[src/rtl/cut_test_pkg.sv]
// Shared types and constants for the exhaustive CUT sweep with MISR compaction.
package cut_test_pkg;

  typedef enum logic [1:0] {
    ST_IDLE    = 2'd0,
    ST_SETTLE  = 2'd1,
    ST_CAPTURE = 2'd2,
    ST_DONE    = 2'd3
  } state_e;

  localparam int unsigned MISR_TAP   = 6;
  localparam int unsigned DEF_N_IN   = 3;
  localparam int unsigned DEF_N_OUT  = 10;
  localparam int unsigned DEF_SETTLE = 1;

endpackage

[src/rtl/cut_misr.sv]
// Multiple-input signature register: shift with feedback from the top bit and one tap, XOR in d.
module cut_misr
  import cut_test_pkg::*;
#(
  parameter int unsigned N_OUT = DEF_N_OUT
) (
  input  logic             clk,
  input  logic             rst,
  input  logic             clr,
  input  logic             en,
  input  logic [N_OUT-1:0] d,
  output logic [N_OUT-1:0] sig
);

  logic [N_OUT-1:0] sig_q;
  logic [N_OUT-1:0] sig_d;

  always_comb begin
    sig_d = {sig_q[N_OUT-2:0], sig_q[N_OUT-1] ^ sig_q[MISR_TAP]} ^ d;
  end

  always_ff @(posedge clk or posedge rst) begin
    if (rst) begin
      sig_q <= '0;
    end else if (clr) begin
      sig_q <= '0;
    end else if (en) begin
      sig_q <= sig_d;
    end
  end

  assign sig = sig_q;

endmodule

[src/rtl/cut_sweep_misr.sv]
// Applies every N_IN-bit vector to a combinational CUT in order and compacts its responses into a MISR.
module cut_sweep_misr
  import cut_test_pkg::*;
#(
  parameter int unsigned N_IN   = DEF_N_IN,
  parameter int unsigned N_OUT  = DEF_N_OUT,
  parameter int unsigned SETTLE = DEF_SETTLE
) (
  input  logic             clk,
  input  logic             rst,
  input  logic             start,
  output logic [N_IN-1:0]  x,
  input  logic [N_OUT-1:0] f,
  output logic             busy,
  output logic             done,
  output logic [N_OUT-1:0] signature
);

  localparam int unsigned TW = (SETTLE > 1) ? $clog2(SETTLE) : 1;
  localparam logic [N_IN-1:0] LAST_VEC = {N_IN{1'b1}};

  state_e          state_q;
  logic [N_IN-1:0] cnt_q;
  logic [TW-1:0]   tmr_q;
  logic            busy_q;
  logic            done_q;
  logic            misr_clr_c;
  logic            misr_en_c;

  assign misr_clr_c = (state_q == ST_IDLE) && start;
  assign misr_en_c  = (state_q == ST_CAPTURE);

  // The vector counter doubles as the registered stimulus: it only moves on entry to SETTLE.
  always_ff @(posedge clk or posedge rst) begin
    if (rst) begin
      state_q <= ST_IDLE;
      cnt_q   <= '0;
      tmr_q   <= '0;
      busy_q  <= 1'b0;
      done_q  <= 1'b0;
    end else begin
      done_q <= 1'b0;
      case (state_q)
        ST_IDLE: begin
          if (start) begin
            cnt_q   <= '0;
            tmr_q   <= '0;
            busy_q  <= 1'b1;
            state_q <= ST_SETTLE;
          end
        end
        ST_SETTLE: begin
          if (tmr_q == TW'(SETTLE - 1)) begin
            tmr_q   <= '0;
            state_q <= ST_CAPTURE;
          end else begin
            tmr_q <= tmr_q + TW'(1);
          end
        end
        ST_CAPTURE: begin
          if (cnt_q == LAST_VEC) begin
            done_q  <= 1'b1;
            state_q <= ST_DONE;
          end else begin
            cnt_q   <= cnt_q + N_IN'(1);
            state_q <= ST_SETTLE;
          end
        end
        ST_DONE: begin
          busy_q  <= 1'b0;
          state_q <= ST_IDLE;
        end
        default: state_q <= ST_IDLE;
      endcase
    end
  end

  cut_misr #(
    .N_OUT(N_OUT)
  ) u_misr (
    .clk(clk),
    .rst(rst),
    .clr(misr_clr_c),
    .en (misr_en_c),
    .d  (f),
    .sig(signature)
  );

  assign x    = cnt_q;
  assign busy = busy_q;
  assign done = done_q;

endmodule

[config.mk]
export PLATFORM = sky130hd
export DESIGN_NAME = cut_sweep_misr
export DESIGN_NICKNAME = d
export VERILOG_FILES = /design/src/rtl/cut_test_pkg.sv /design/src/rtl/cut_misr.sv /design/src/rtl/cut_sweep_misr.sv
export SDC_FILE = /design/constraint.sdc
export NUM_CORES = 1
export LEC_CHECK = 0
export ABC_CLOCK_PERIOD_IN_PS = 3900
export CAP_MARGIN = 40
export CORE_MARGIN = 5
export CORE_UTILIZATION = 46
export CTS_CLUSTER_DIAMETER = 100
export DETAILED_ROUTE_END_ITERATION = 10
export GPL_TIMING_DRIVEN = 0
export PLACE_DENSITY = 0.82
export SLEW_MARGIN = 20
export SYNTH_ARGS = -nofsm -noshare
export SYNTH_HDL_FRONTEND = slang
export SYNTH_SLANG_ARGS = --single-unit
[constraint.sdc]
create_clock -name clk -period 3.9 [get_ports clk]
set_input_delay 0.78 -clock clk [delete_from_list [all_inputs] [get_ports clk]]
set_output_delay 0.78 -clock clk [all_outputs]
set_load 0.1 [all_outputs]
# Word level (Yosys, flattened, before mapping)
# Index checks and enable logic that the tools add are counted.
[op_classes] mux=16 eq_ne=7 n_reduce_logical=10 bitwise=2 n_addsub=2
[ops] operator="2-to-1 mux 10 bit" count=2
[ops] operator="XOR 10 bit" count=1
[ops] operator="one-hot mux 2 bit (4 select lines)" count=1
[ops] operator="nonzero test 2 bit" count=4
[ops] operator="2-to-1 mux 2 bit" count=3
[ops] operator="2-to-1 mux 3 bit" count=2
[ops] operator="!= test 2 bit, second input constant" count=3
[ops] operator="one-hot mux 3 bit (2 select lines)" count=1
[ops] operator="AND reduction 2 bit" count=3
[ops] operator="2-to-1 mux 1 bit" count=5
[ops] operator="== test 2 bit, second input constant" count=2
[ops] operator="one-hot mux 1 bit (2 select lines)" count=2
[ops] operator="adder 3 x 1 -> 3 bit, second input constant" count=1
[ops] operator="== test 3 bit, second input constant" count=1
[ops] operator="AND reduction 3 bit" count=1
[ops] operator="== test 2 x 1 -> 1 bit, second input constant" count=1
[ops] operator="logical NOT 2 bit" count=1
[ops] operator="adder 1 bit, second input constant" count=1
[ops] operator="logical AND 1 bit" count=1
[ops] operator="XOR 1 bit" count=1
[word_totals] in_bits=13 output_inout_bits=15 wordCells=43 register_bits=18

# Logic depth before layout (Yosys ltp)
[logic_depth] depth_word=4 ltp_mapped=5

# By module
# Synthesis repeated with hierarchy kept, for this count alone.
[hier_totals] hier_cells=74 area_unflattened_um2=814.5
[by_module_without_submodules] mod="cut_misr" area_per_inst_um2=490.5 n_inst=1 cells_per_inst=44
[by_module_without_submodules] mod="cut_sweep_misr" area_per_inst_um2=324.1 n_inst=1 cells_per_inst=30

# Worst setup path after synthesis
# OpenSTA, ideal clock, no wires.
[synth_timing] path_kind="register -> register" startpoint="register cnt_q[1], in the netlist x[1]" endpoint="register cnt_q[0], in the netlist x[0]" stages_incl_launch_ff=6 arrival_time_ns=1.902 slack_ns=1.876 path_buffers=0 period_less_slack_ns=2.024 required_time_ns=3.778 cell_sequence="dfrtp_1 -> ha_1 -> ha_1 -> nor2_2 -> mux2_2 -> a22o_1"
[synth_between] elab_chain_len=3
[synth_lines] item="from (decl)" line_no="cut_sweep_misr.sv:23" text="logic [N_IN-1:0] cnt_q;"
[synth_lines] item="from (signal assigned)" line_no="cut_sweep_misr.sv:65" text="cnt_q <= cnt_q + N_IN'(1);"
[synth_lines] item="== test 3 bit" line_no="cut_sweep_misr.sv:61" text="if (cnt_q == LAST_VEC) begin"
[synth_lines] item="!= test 2 bit (no source line)"
[synth_lines] item="AND reduction 3 bit (no source line)"
# No other way between the ends.
# A chain may end at the register's enable or synchronous reset.

# Worst setup path in the final report
[layout_timing] startpoint="register u_misr.sig_q[6], in the netlist u_misr.sig[6]" endpoint="output signature[6]"
[layout_lines] item="from (decl)" line_no="cut_misr.sv:15" text="logic [N_OUT-1:0] sig_q;"
[layout_lines] item="from (signal assigned)" line_no="cut_misr.sv:28" text="sig_q <= sig_d;"
[layout_lines] item="to (decl)" line_no="cut_sweep_misr.sv:16" text="output logic [N_OUT-1:0] signature"
# No word-level cell between the ends.

==> results.toml <==
[status]
status = "completed"

[layout]
layout_common_cells = "clkdlybuf4s50_1, dfrtp_1, buf_8, nand2_1, xnor2_1"
mostFrequentLayoutCell = "clkdlybuf4s50_1"
drive_gt1_frac = 0.237
final_nets = 130
synthToLayoutAreaGrowth_pct = 69.5
diodes = 0
post-route-util = 0.795

[timing]
finClkSkew_ns = 0.00174
finalCritPeriodShare = 0.585
fmax_ghz = 0.438
period_needed_ns = 2.28
hold_viol = 0
rsz0062_at_grt = "false"
final-max-slew-violation-count = 0
setup_violations = 0
slew_headroom = 0.566
max_slew.worst_pin.slew_ns = 0.651
final.setup.tns_ns = 0

[placement]
dp_hpwl_um = 1590
portBuffers = 27
place_congestion = 0.712

[clocking]
hold_buffers = 0
cts_tree = "done"
numClockSinks = 17
cts-root-buf = "clkbuf_4"
insertion_delay_ns = 0.29
cts_setup_buffers = 0
clockBufferDepth = 2
clkTransAtPathRegs_ns = 0.10
post_cts_resized = 0
cts_inserted_buffers = 3
htree_levels = 1

[synth]
syn_inst = 68
avgSynthCellArea_um2 = 11.5
synth_seq_area_share = 0.543
synth_area_um2 = 783
synth.distinct_cells = 18
synth_warnings = 0
syn-num-nets = 83
synth_seq_cells = 17

[critical_path]
worstPathRequired_ns = 3.12
reg2reg_depth = 5
path_class = "flop to output pin"
endpoint_kind = "output pin"
r2r_end = "x[0]"
path_cells = "clkdlybuf4s50_1 -> buf_8"
cp_slowest_cell = "clkdlybuf4s50_1"
crit_path_max_incr_delay_ns = 0.56
start_kind = "flop"
reg2reg_from = "x[0]"
reg2reg_setup_slack_ns = 2.41
worst-path-max-fanout = 4
critical_path_arrival_ns = 1.50

[global_routing]
grt_pass1_vias = 752
antenna_found_initial = 0
grt_max_degree = 18
grt_pass1_wl_um = 3310
grt_overflow = 0
grtUsageTotal = 0.173

[detailed_routing]
first_pass_iters = 4
wl_per_cell_um = 15.1
via_per_inst = 5.10
drt-initial-drc-count = 7
vias = 668
drt-total-wl_um = 1980
drt_drc_violations_left = 0
postRouteAntennaNets = 0

[floorplanning]
core_area_um2 = 1670
die_h_um = 51.3
die_w_um = 51.3
start_util = 0.469
io_pins = 28
die-area_um2 = 2630
std_cell_rows = 15

[worst_hold_path]
min_path_cells = 1
hp-class = "flop to flop"
min_to = "busy"
min_from = "busy"

[flow_run]
maxCapViolCount = 0
## metrics by stage
| step | std cells | instance area (um^2) | hold WS (ns) | setup slack [ns] |
|---|---|---|---|---|
| finish | 131 | 1330 | 0.541 | 1.62 |
| global route | 131 | 1330 | 0.557 | 1.57 |
| CTS | 131 | 1330 | 0.546 | 1.60 |
| detailed placement | 127 | 1300 | 0.522 | 1.95 |
| global placement | 112 | 1070 | 0.494 | 1.56 |
| floorplan | 68 | 783 | 0.535 | 1.88 |
## per-layer routing
layer / GRT usage / part of all wire
met4: 0.0873 / 0.0051
met5: 0 / 0
met1: 0.174 / 0.37
met2: 0.335 / 0.57
met3: 0.0321 / 0.052
## worst max-delay path, delay by kind of cell (launching register included)
| kind | cells | cell delay, ns |
|---|---|---|
| buffers and inverters | 2 | 0.77 |
| DFF | 1 | 0.44 |
## logic make-up (layout without fill, tap and decap cells)
| kind of cell | count (synthesis) | in the layout | share of synthesized area |
|---|---|---|---|
| simple gates | 13 | 13 | 0.0703 |
| buf+inv | 5 | 51 | 0.0431 |
| compound gates | 19 | 19 | 0.174 |
| fa+ha+maj | 2 | 2 | 0.0319 |
| flops | 17 | 17 | 0.543 |
| xor+xnor | 11 | 11 | 0.123 |
| mux | 1 | 1 | 0.0144 |
## layout make-up
cell class	count	area [um^2]
flip-flops and latches	17	425
multi-input cells	46	324
repair buffers	42	495
fillers	113	343
well taps	17	21.3
plain buffers	2	22.5
clock buffers	3	22.5
inverters	3	11.3
clock inverters	1	5.00
## sequential cells by signal, summed over array words and instances (netlist names)
signal,flops
state_q,2
x,3
done,1
u_misr.sig,10
busy,1
## cell usage after synthesis
| library cell | count | area share |
|---|---|---|
| o21bai_4 | 1 | 0.024 |
| o2bb2ai_1 | 1 | 0.011 |
| inv_1 | 3 | 0.014 |
| mux2_2 | 1 | 0.014 |
| xnor2_1 | 10 | 0.11 |
| and3_2 | 1 | 0.0096 |
| nor2_2 | 1 | 0.0080 |
| xor2_1 | 1 | 0.011 |
| nand2_1 | 11 | 0.053 |
| dfrtp_1 | 17 | 0.54 |
| ha_1 | 2 | 0.032 |
| a22o_1 | 3 | 0.034 |
| o21ai_0 | 3 | 0.019 |
| o21bai_1 | 1 | 0.0096 |
| a22o_2 | 2 | 0.026 |
| buf_6 | 2 | 0.029 |
| a21oi_1 | 1 | 0.0064 |
| o21ai_1 | 7 | 0.045 |
## worst max path at each step
stage                     cells after the start  slack (ns)            to          start
final                                         2        1.62  signature[6]  u_misr.sig[6]
after global routing                          2        1.57  signature[6]  u_misr.sig[6]
after CTS                                     2        1.60  signature[6]  u_misr.sig[6]
after detailed placement                      2        1.95  signature[6]  u_misr.sig[6]
after global placement                        1        1.56  signature[6]  u_misr.sig[6]
after floorplan                               5        1.88          x[0]           x[1]
Power is left out: the tool's default activity adds up to more than one toggle a clock period on the data nets, which glitch-free logic cannot reach.
